--- config.mk ---
export PLATFORM = sky130hd
export DESIGN_NAME = arm_mc_controller
export DESIGN_NICKNAME = d
export VERILOG_FILES = /design/src/rtl/arm_mc_pkg.sv /design/src/rtl/arm_cond_unit.sv /design/src/rtl/arm_mc_controller.sv
export SDC_FILE = /design/constraint.sdc
export NUM_CORES = 1
export LEC_CHECK = 0
export ABC_AREA = 0
export CAP_MARGIN = 10
export CORE_MARGIN = 2
export CORE_UTILIZATION = 33
export DETAILED_ROUTE_END_ITERATION = 8
export GPL_TIMING_DRIVEN = 1
export PLACE_DENSITY = 0.83
export RECOVER_POWER = 50
export SLEW_MARGIN = 10
export SYNTH_ARGS = -nofsm -noshare
export SYNTH_HDL_FRONTEND = slang
export SYNTH_SLANG_ARGS = --single-unit
--- constraint.sdc ---
create_clock -name clk -period 1.8 [get_ports clk]
set_input_delay 0.36 -clock clk [delete_from_list [all_inputs] [get_ports clk]]
set_output_delay 0.36 -clock clk [all_outputs]
set_load 0.02 [all_outputs]
--- src/rtl/arm_mc_pkg.sv ---
// Shared encodings for the multicycle ARM control unit: FSM states,
// datapath select codes, condition codes and instruction field constants.
package arm_mc_pkg;

    typedef enum logic [3:0] {
        S_FETCH  = 4'd0,
        S_DECODE = 4'd1,
        S_MEMADR = 4'd2,
        S_MEMRD  = 4'd3,
        S_MEMWB  = 4'd4,
        S_MEMWR  = 4'd5,
        S_EXECR  = 4'd6,
        S_EXECI  = 4'd7,
        S_ALUWB  = 4'd8,
        S_BRANCH = 4'd9
    } state_t;

    localparam logic [1:0] ALU_ADD = 2'b00;
    localparam logic [1:0] ALU_SUB = 2'b01;
    localparam logic [1:0] ALU_AND = 2'b10;
    localparam logic [1:0] ALU_ORR = 2'b11;

    localparam logic [1:0] SRCB_REG  = 2'b00;
    localparam logic [1:0] SRCB_IMM  = 2'b01;
    localparam logic [1:0] SRCB_FOUR = 2'b10;

    localparam logic [1:0] RES_ALUOUT    = 2'b00;
    localparam logic [1:0] RES_DATA      = 2'b01;
    localparam logic [1:0] RES_ALURESULT = 2'b10;

    localparam logic [3:0] CMD_ADD = 4'b0100;
    localparam logic [3:0] CMD_SUB = 4'b0010;
    localparam logic [3:0] CMD_AND = 4'b0000;
    localparam logic [3:0] CMD_ORR = 4'b1100;

    localparam logic [3:0] COND_EQ = 4'b0000;
    localparam logic [3:0] COND_NE = 4'b0001;
    localparam logic [3:0] COND_CS = 4'b0010;
    localparam logic [3:0] COND_CC = 4'b0011;
    localparam logic [3:0] COND_MI = 4'b0100;
    localparam logic [3:0] COND_PL = 4'b0101;
    localparam logic [3:0] COND_VS = 4'b0110;
    localparam logic [3:0] COND_VC = 4'b0111;
    localparam logic [3:0] COND_HI = 4'b1000;
    localparam logic [3:0] COND_LS = 4'b1001;
    localparam logic [3:0] COND_GE = 4'b1010;
    localparam logic [3:0] COND_LT = 4'b1011;
    localparam logic [3:0] COND_GT = 4'b1100;
    localparam logic [3:0] COND_LE = 4'b1101;
    localparam logic [3:0] COND_AL = 4'b1110;

    localparam logic [1:0] OP_DP    = 2'b00;
    localparam logic [1:0] OP_MEM   = 2'b01;
    localparam logic [1:0] OP_BR    = 2'b10;
    localparam logic [1:0] OP_UNDEF = 2'b11;

endpackage

--- src/rtl/arm_cond_unit.sv ---
// NZCV flags register with per-half write gating, and the condition check
// evaluated against the registered (pre-instruction) flags.
module arm_cond_unit
    import arm_mc_pkg::*;
(
    input  logic       clk,
    input  logic       reset,
    input  logic [3:0] cond,
    input  logic [3:0] alu_flags,
    input  logic [1:0] flag_w,
    output logic       cond_ex
);

    logic [3:0] flags;
    logic       n, z, c, v;

    assign {n, z, c, v} = flags;

    // NZ and CV halves load independently, only when the instruction executes
    always_ff @(posedge clk or negedge reset) begin
        if (!reset) begin
            flags <= 4'b0000;
        end else begin
            if (flag_w[1] && cond_ex) flags[3:2] <= alu_flags[3:2];
            if (flag_w[0] && cond_ex) flags[1:0] <= alu_flags[1:0];
        end
    end

    // Condition code evaluation; 1111 never executes
    always_comb begin
        cond_ex = 1'b0;
        case (cond)
            COND_EQ: cond_ex = z;
            COND_NE: cond_ex = !z;
            COND_CS: cond_ex = c;
            COND_CC: cond_ex = !c;
            COND_MI: cond_ex = n;
            COND_PL: cond_ex = !n;
            COND_VS: cond_ex = v;
            COND_VC: cond_ex = !v;
            COND_HI: cond_ex = c && !z;
            COND_LS: cond_ex = !c || z;
            COND_GE: cond_ex = (n == v);
            COND_LT: cond_ex = (n != v);
            COND_GT: cond_ex = !z && (n == v);
            COND_LE: cond_ex = z || (n != v);
            COND_AL: cond_ex = 1'b1;
            default: cond_ex = 1'b0;
        endcase
    end

endmodule

--- src/rtl/arm_mc_controller.sv ---
// Multicycle ARM control unit: main FSM, per-state datapath decode,
// ALU decoder, and strobe gating by the condition check.
module arm_mc_controller
    import arm_mc_pkg::*;
(
    input  logic         clk,
    input  logic         reset,
    input  logic [31:12] Instr,
    input  logic [3:0]   ALUFlags,
    output logic         PCWrite,
    output logic         AdrSrc,
    output logic         MemWrite,
    output logic         IRWrite,
    output logic [1:0]   ResultSrc,
    output logic [1:0]   ALUControl,
    output logic         ALUSrcA,
    output logic [1:0]   ALUSrcB,
    output logic [1:0]   ImmSrc,
    output logic [1:0]   RegSrc,
    output logic         RegWrite,
    output logic [3:0]   State
);

    state_t     state, state_next;
    logic [1:0] op;
    logic [3:0] cmd, cond;
    logic       funct_i, funct_s;
    logic       next_pc, branch, ir_write, mem_w, reg_w, alu_op;
    logic [1:0] flag_w;
    logic       cond_ex;
    logic       unused_instr_bits;

    assign cond    = Instr[31:28];
    assign op      = Instr[27:26];
    assign funct_i = Instr[25];
    assign cmd     = Instr[24:21];
    assign funct_s = Instr[20];
    // Rd/Rn fields belong to the datapath, not to control
    assign unused_instr_bits = ^Instr[19:12];

    assign ImmSrc = op;
    assign RegSrc = {op == OP_MEM, op == OP_BR};
    assign State  = state;

    // State register
    always_ff @(posedge clk or negedge reset) begin
        if (!reset) state <= S_FETCH;
        else        state <= state_next;
    end

    // Next-state logic; unused encodings fall back to FETCH
    always_comb begin
        state_next = S_FETCH;
        case (state)
            S_FETCH:  state_next = S_DECODE;
            S_DECODE: begin
                case (op)
                    OP_DP:   state_next = funct_i ? S_EXECI : S_EXECR;
                    OP_MEM:  state_next = S_MEMADR;
                    OP_BR:   state_next = S_BRANCH;
                    default: state_next = S_FETCH;
                endcase
            end
            S_MEMADR: state_next = funct_s ? S_MEMRD : S_MEMWR;
            S_MEMRD:  state_next = S_MEMWB;
            S_EXECR,
            S_EXECI:  state_next = S_ALUWB;
            default:  state_next = S_FETCH;
        endcase
    end

    // Per-state raw decode of selects and unconditioned strobes
    always_comb begin
        next_pc   = 1'b0;
        branch    = 1'b0;
        ir_write  = 1'b0;
        mem_w     = 1'b0;
        reg_w     = 1'b0;
        alu_op    = 1'b0;
        AdrSrc    = 1'b0;
        ALUSrcA   = 1'b0;
        ALUSrcB   = SRCB_REG;
        ResultSrc = RES_ALUOUT;
        case (state)
            S_FETCH: begin
                ir_write  = 1'b1;
                next_pc   = 1'b1;
                ALUSrcA   = 1'b1;
                ALUSrcB   = SRCB_FOUR;
                ResultSrc = RES_ALURESULT;
            end
            S_DECODE: begin
                ALUSrcA   = 1'b1;
                ALUSrcB   = SRCB_FOUR;
                ResultSrc = RES_ALURESULT;
            end
            S_MEMADR: ALUSrcB = SRCB_IMM;
            S_MEMRD:  AdrSrc  = 1'b1;
            S_MEMWB: begin
                ResultSrc = RES_DATA;
                reg_w     = 1'b1;
            end
            S_MEMWR: begin
                AdrSrc = 1'b1;
                mem_w  = 1'b1;
            end
            S_EXECR:  alu_op = 1'b1;
            S_EXECI: begin
                ALUSrcB = SRCB_IMM;
                alu_op  = 1'b1;
            end
            S_ALUWB:  reg_w = 1'b1;
            S_BRANCH: begin
                ALUSrcB   = SRCB_IMM;
                ResultSrc = RES_ALURESULT;
                branch    = 1'b1;
            end
            default: ;
        endcase
    end

    // ALU decoder; unrecognised commands add and never touch the flags
    always_comb begin
        ALUControl = ALU_ADD;
        flag_w     = 2'b00;
        if (alu_op) begin
            case (cmd)
                CMD_ADD: begin ALUControl = ALU_ADD; flag_w = {funct_s, funct_s}; end
                CMD_SUB: begin ALUControl = ALU_SUB; flag_w = {funct_s, funct_s}; end
                CMD_AND: begin ALUControl = ALU_AND; flag_w = {funct_s, 1'b0};    end
                CMD_ORR: begin ALUControl = ALU_ORR; flag_w = {funct_s, 1'b0};    end
                default: begin ALUControl = ALU_ADD; flag_w = 2'b00;              end
            endcase
        end
    end

    arm_cond_unit u_cond (
        .clk       (clk),
        .reset     (reset),
        .cond      (cond),
        .alu_flags (ALUFlags),
        .flag_w    (flag_w),
        .cond_ex   (cond_ex)
    );

    // Reset kills every strobe combinationally so an abort is immediate
    assign PCWrite  = reset && (next_pc || (branch && cond_ex));
    assign IRWrite  = reset && ir_write;
    assign RegWrite = reset && reg_w && cond_ex;
    assign MemWrite = reset && mem_w && cond_ex;

endmodule

==> metrics.md <==
| Metric | Value |
|---|---|
| Final core utilization | `67.8%` |
| Sequential share of power | `between 10% and 20%` |
| Global-route wire length before repair | `between 4000 and 5000 µm` |
| Drt wl/cell | `14.1 µm` |
| Cell chosen for the clock root | `clkbuf_4` |
| Synth cell types | `37` |
| Worst slack at placement | `-1.27 ns` |
| Total CTS buffers | `3` |
| Layout cells sized above 1 | `between 40% and 50%` |
| # H-tree levels | `1` |
| CTS tree | `yes` |
| Async set-or-reset flop fraction in the synthesized netlist | `100%` |
| Pins Over Slew Limit | `0` |
| Post-CTS Hold Buffers | `0` |
| IO Pins | `46` |
| Setup WS post-layout | `-0.514 ns` |
| Slowest CP cell | `or3b_4` |
| Clk buf depth | `2` |
| Crit. End Element | `output port` |
| Mux contribution to synthesized area | `7.58%` |
| Placed Instances | `181` |
| Synth Area in Simple Gates | `~34%` |
| Worst Max-Slew Pin Slew | `approximately 0.42 ns` |
| HP Class | `input pin to async pin` |
| Wl on met1 | `approximately 1000 µm` |
| Clock power share | `under 10%` |
| Slew headroom | `just over 70%` |
| Post-Syn Area per Cell | `slightly below 8 µm²` |
| Rows | `17` |
| Clk sinks | `8` |
| GRT Total Usage | `between 20% and 30%` |
| Detailed Route WL | `around 2700 µm` |
| Register area share after synthesis | `25.8%` |
| Post-DP HPWL | `around 1900 µm` |
| Pre-Repair DR Iteration Count | `4` |
| Mapped cell area | `~780 µm²` |
| Die X | `around 52 µm` |
| Tcrit/Tclk final | `129%` |
| Fill cells | `191` |
| Yosys reg bits | `8` |
| Adder-cell area share of the yosys netlist | `0%` |
| Most used DFF post-synth | `dfrtp_1` |
| Syn Nets | `approximately 130` |
| Via density | `about 5.3` |
| Syn. warnings | `0` |
| Comb power frac | `between 70% and 80%` |
| Number of synthesized flops with an enable pin | `0` |
| Area Overhead vs Synth | `93.2%` |
| Psw | `~810 µW` |
| MaxCap Viol Count | `0` |
| Largest net degree at the start of global routing | `12` |
| Fin crit period | `between 2 and 2.5 ns` |
| Initial antenna violation count | `0` |
| Fmax | `0.432 GHz` |
| Worst-path cell chain | `clkdlybuf4s15_2 > or3b_4 > a21oi_2 > nor2_1 > o221ai_4 > nand2_4 > nor4_4 > buf_4` |
| Leak pwr | `about 0.0007 µW` |
| Gp weighted congestion | `0.780` |
| CP Max Fanout | `8` |
| Arr. time, crit path | `1.95 ns` |
| Main combinational cell family by area after synthesis | `simple AND/OR/NAND/NOR gates` |
| Run status | `finished, violations left` |
| Startpoint types | `input pin` |
| Compound-gate portion of the synthesized area | `20.2%` |
| Clk_lat worst skew | `around 0.25 ns` |
| Sw frac | `a little under half` |
| Core ar. | `between 2000 and 2500 µm²` |
| Die area | `2750 µm²` |
| Critical path class | `input pin to output port` |
| Vias after detailed routing | `approximately 1000` |
| Setup violators final | `8` |
| Initial drt markers | `16` |
| Initial Util | `around a third` |
| Port bufs | `37` |
| Fin area | `~1500 µm²` |
| Int Pwr | `896 µW` |
| Final hold vios | `0` |
| Grt ovf | `0` |
| Synth Instances | `slightly below 100` |
| Number of global-route vias before repair | `about 1000` |
| Finished Layout Cells | `190` |
| Storage element area | `~200 µm²` |
| DRC Markers | `0` |
| Antenna diodes | `0` |
| DRT antenna net count | `0` |
| Worst VDD drop | `~980 µV` |
| Routed length on met2 | `around 1400 µm` |
| Total design power | `1700 µW` |
| Xor/xnor cell area share of the yosys netlist | `between 5 and 6%` |
| Multi-input gate area | `between 600 and 700 µm²` |
| Largest stage delay, worst path | `around 0.42 ns` |
| Layout Skew | `approximately 0.0041 ns` |
| Unrepaired setup endpoints after global routing | `true` |
| Pwr Density | `around 1100 nW/µm²` |
| Failing checks | `negative setup slack` |
| Layout Nets | `between 150 and 200` |
| Met3 WL post-DR | `about 170 µm` |
| Area after DPL | `roughly 1400 µm²` |
| Max layer used | `met4` |
| Data required time of the worst path | `about 1.4 ns` |
| Clk slew on worst S/H paths | `roughly 0.050 ns` |
| Die H | `between 50 and 60 µm` |
power by group through the flow:
stage	Combinational (µW)	Sequential (µW)	Clock (µW)
floorplan	593	335	0
global placement	1200	306	0
detailed placement	1230	309	0
CTS	1230	314	139
global route	1340	330	147
finish	1250	321	133
flip-flops by register name (all words and copies together), names as in the netlist:
name,cells
State,4
u_cond.flags,4
cells in the mapped netlist (2+ instances only):
master,instances,area [µm²]
buf_4,2,15.0
mux2_1,3,33.8
nand2b_1,2,12.5
o21ai_0,4,20.0
nand3_1,4,20.0
a21boi_0,3,22.5
dfrtp_1,8,200
nor3b_1,2,15.0
nand2_1,5,18.8
nor3_1,7,35.0
nor2_1,12,45.0
clkbuf_1,4,15.0
xor2_1,2,17.5
inv_1,5,18.8
or3b_1,2,17.5
xnor2_1,3,26.3
nor4_1,2,12.5
nor2b_1,5,31.3
a21oi_1,6,30.0
worst max-delay path, delay by kind of cell:
| kind | cells | cell delay [ns] |
|---|---|---|
| AOI/OAI and AO/OA | 2 | 0.43 |
| buffers and inverters | 2 | 0.42 |
| and+or+nand+nor | 4 | 0.74 |
cells in the final DEF (no fill, tap or decap), types with 4 or more instances in the layout:
master / instances
buf_4: 28
clkdlybuf4s50_1: 10
nor2_1: 9
dlygate4sd2_1: 7
nor3_1: 6
dfrtp_1: 5
inv_1: 5
a21oi_1: 5
clkdlybuf4s15_2: 5
buf_2: 5
nand2_1: 4
nor2b_1: 4
clkbuf_1: 4
cell type report:
type,instances,share of cell area [%]
Inverter,5,1.25
Tap cell,28,2.34
Sequential cell,8,13.6
Timing Repair Buffer,67,37.5
Clock buffer,3,1.50
Multi-Input combinational cell,79,43.8
kinds of logic after synthesis:
kind of cell	count (synthesis)
flip-flops	8
buffers and inverters	12
XOR/XNOR	5
AO/OA/AOI/OAI	22
AND/OR/NAND/NOR	47
multiplexers	5
per-stage QoR:
stage / hold WS, ns / setup TNS (ns)
finish: 0.258 / -3.47
global route: 0.306 / -4.19
CTS: 0.495 / -2.83
detailed placement: 0.532 / -9.24
global placement: 0.532 / -8.50
floorplan: 0.0644 / -1.38
final timing paths:
| check | slack [ns] | start | to | depth (start not counted) |
|---|---|---|---|---|
| max reg2reg | -0.48 | u_cond.flags[0] | u_cond.flags[3] | 9 |
| max | -0.51 | Instr[29] | MemWrite | 8 |
| min reg2reg | 0.56 | u_cond.flags[1] | u_cond.flags[1] | 1 |
| min in group clk | 0.56 | u_cond.flags[1] | u_cond.flags[1] | 1 |
| min | 0.26 | reset | State[0] | 2 |
| max in group asynchronous | 1.22 | reset | State[1] | 2 |
per-layer routing:
metal  track usage, %  vias to the layer above
li1                 -                      482
met5                0                        -
met1             21.5                      477
met3             5.71                        6
met4             13.7                        0
met2             39.0                       39
timing repair:
action | in CTS | in global routing
buffers inserted | 5 | 1
resized for setup | 81 | 19
endpoints found under the hold margin | 0 | 0
pin swaps | 7 | 6
endpoints found under the setup margin | 22 | 15
(Power assumes the default switching activity.)
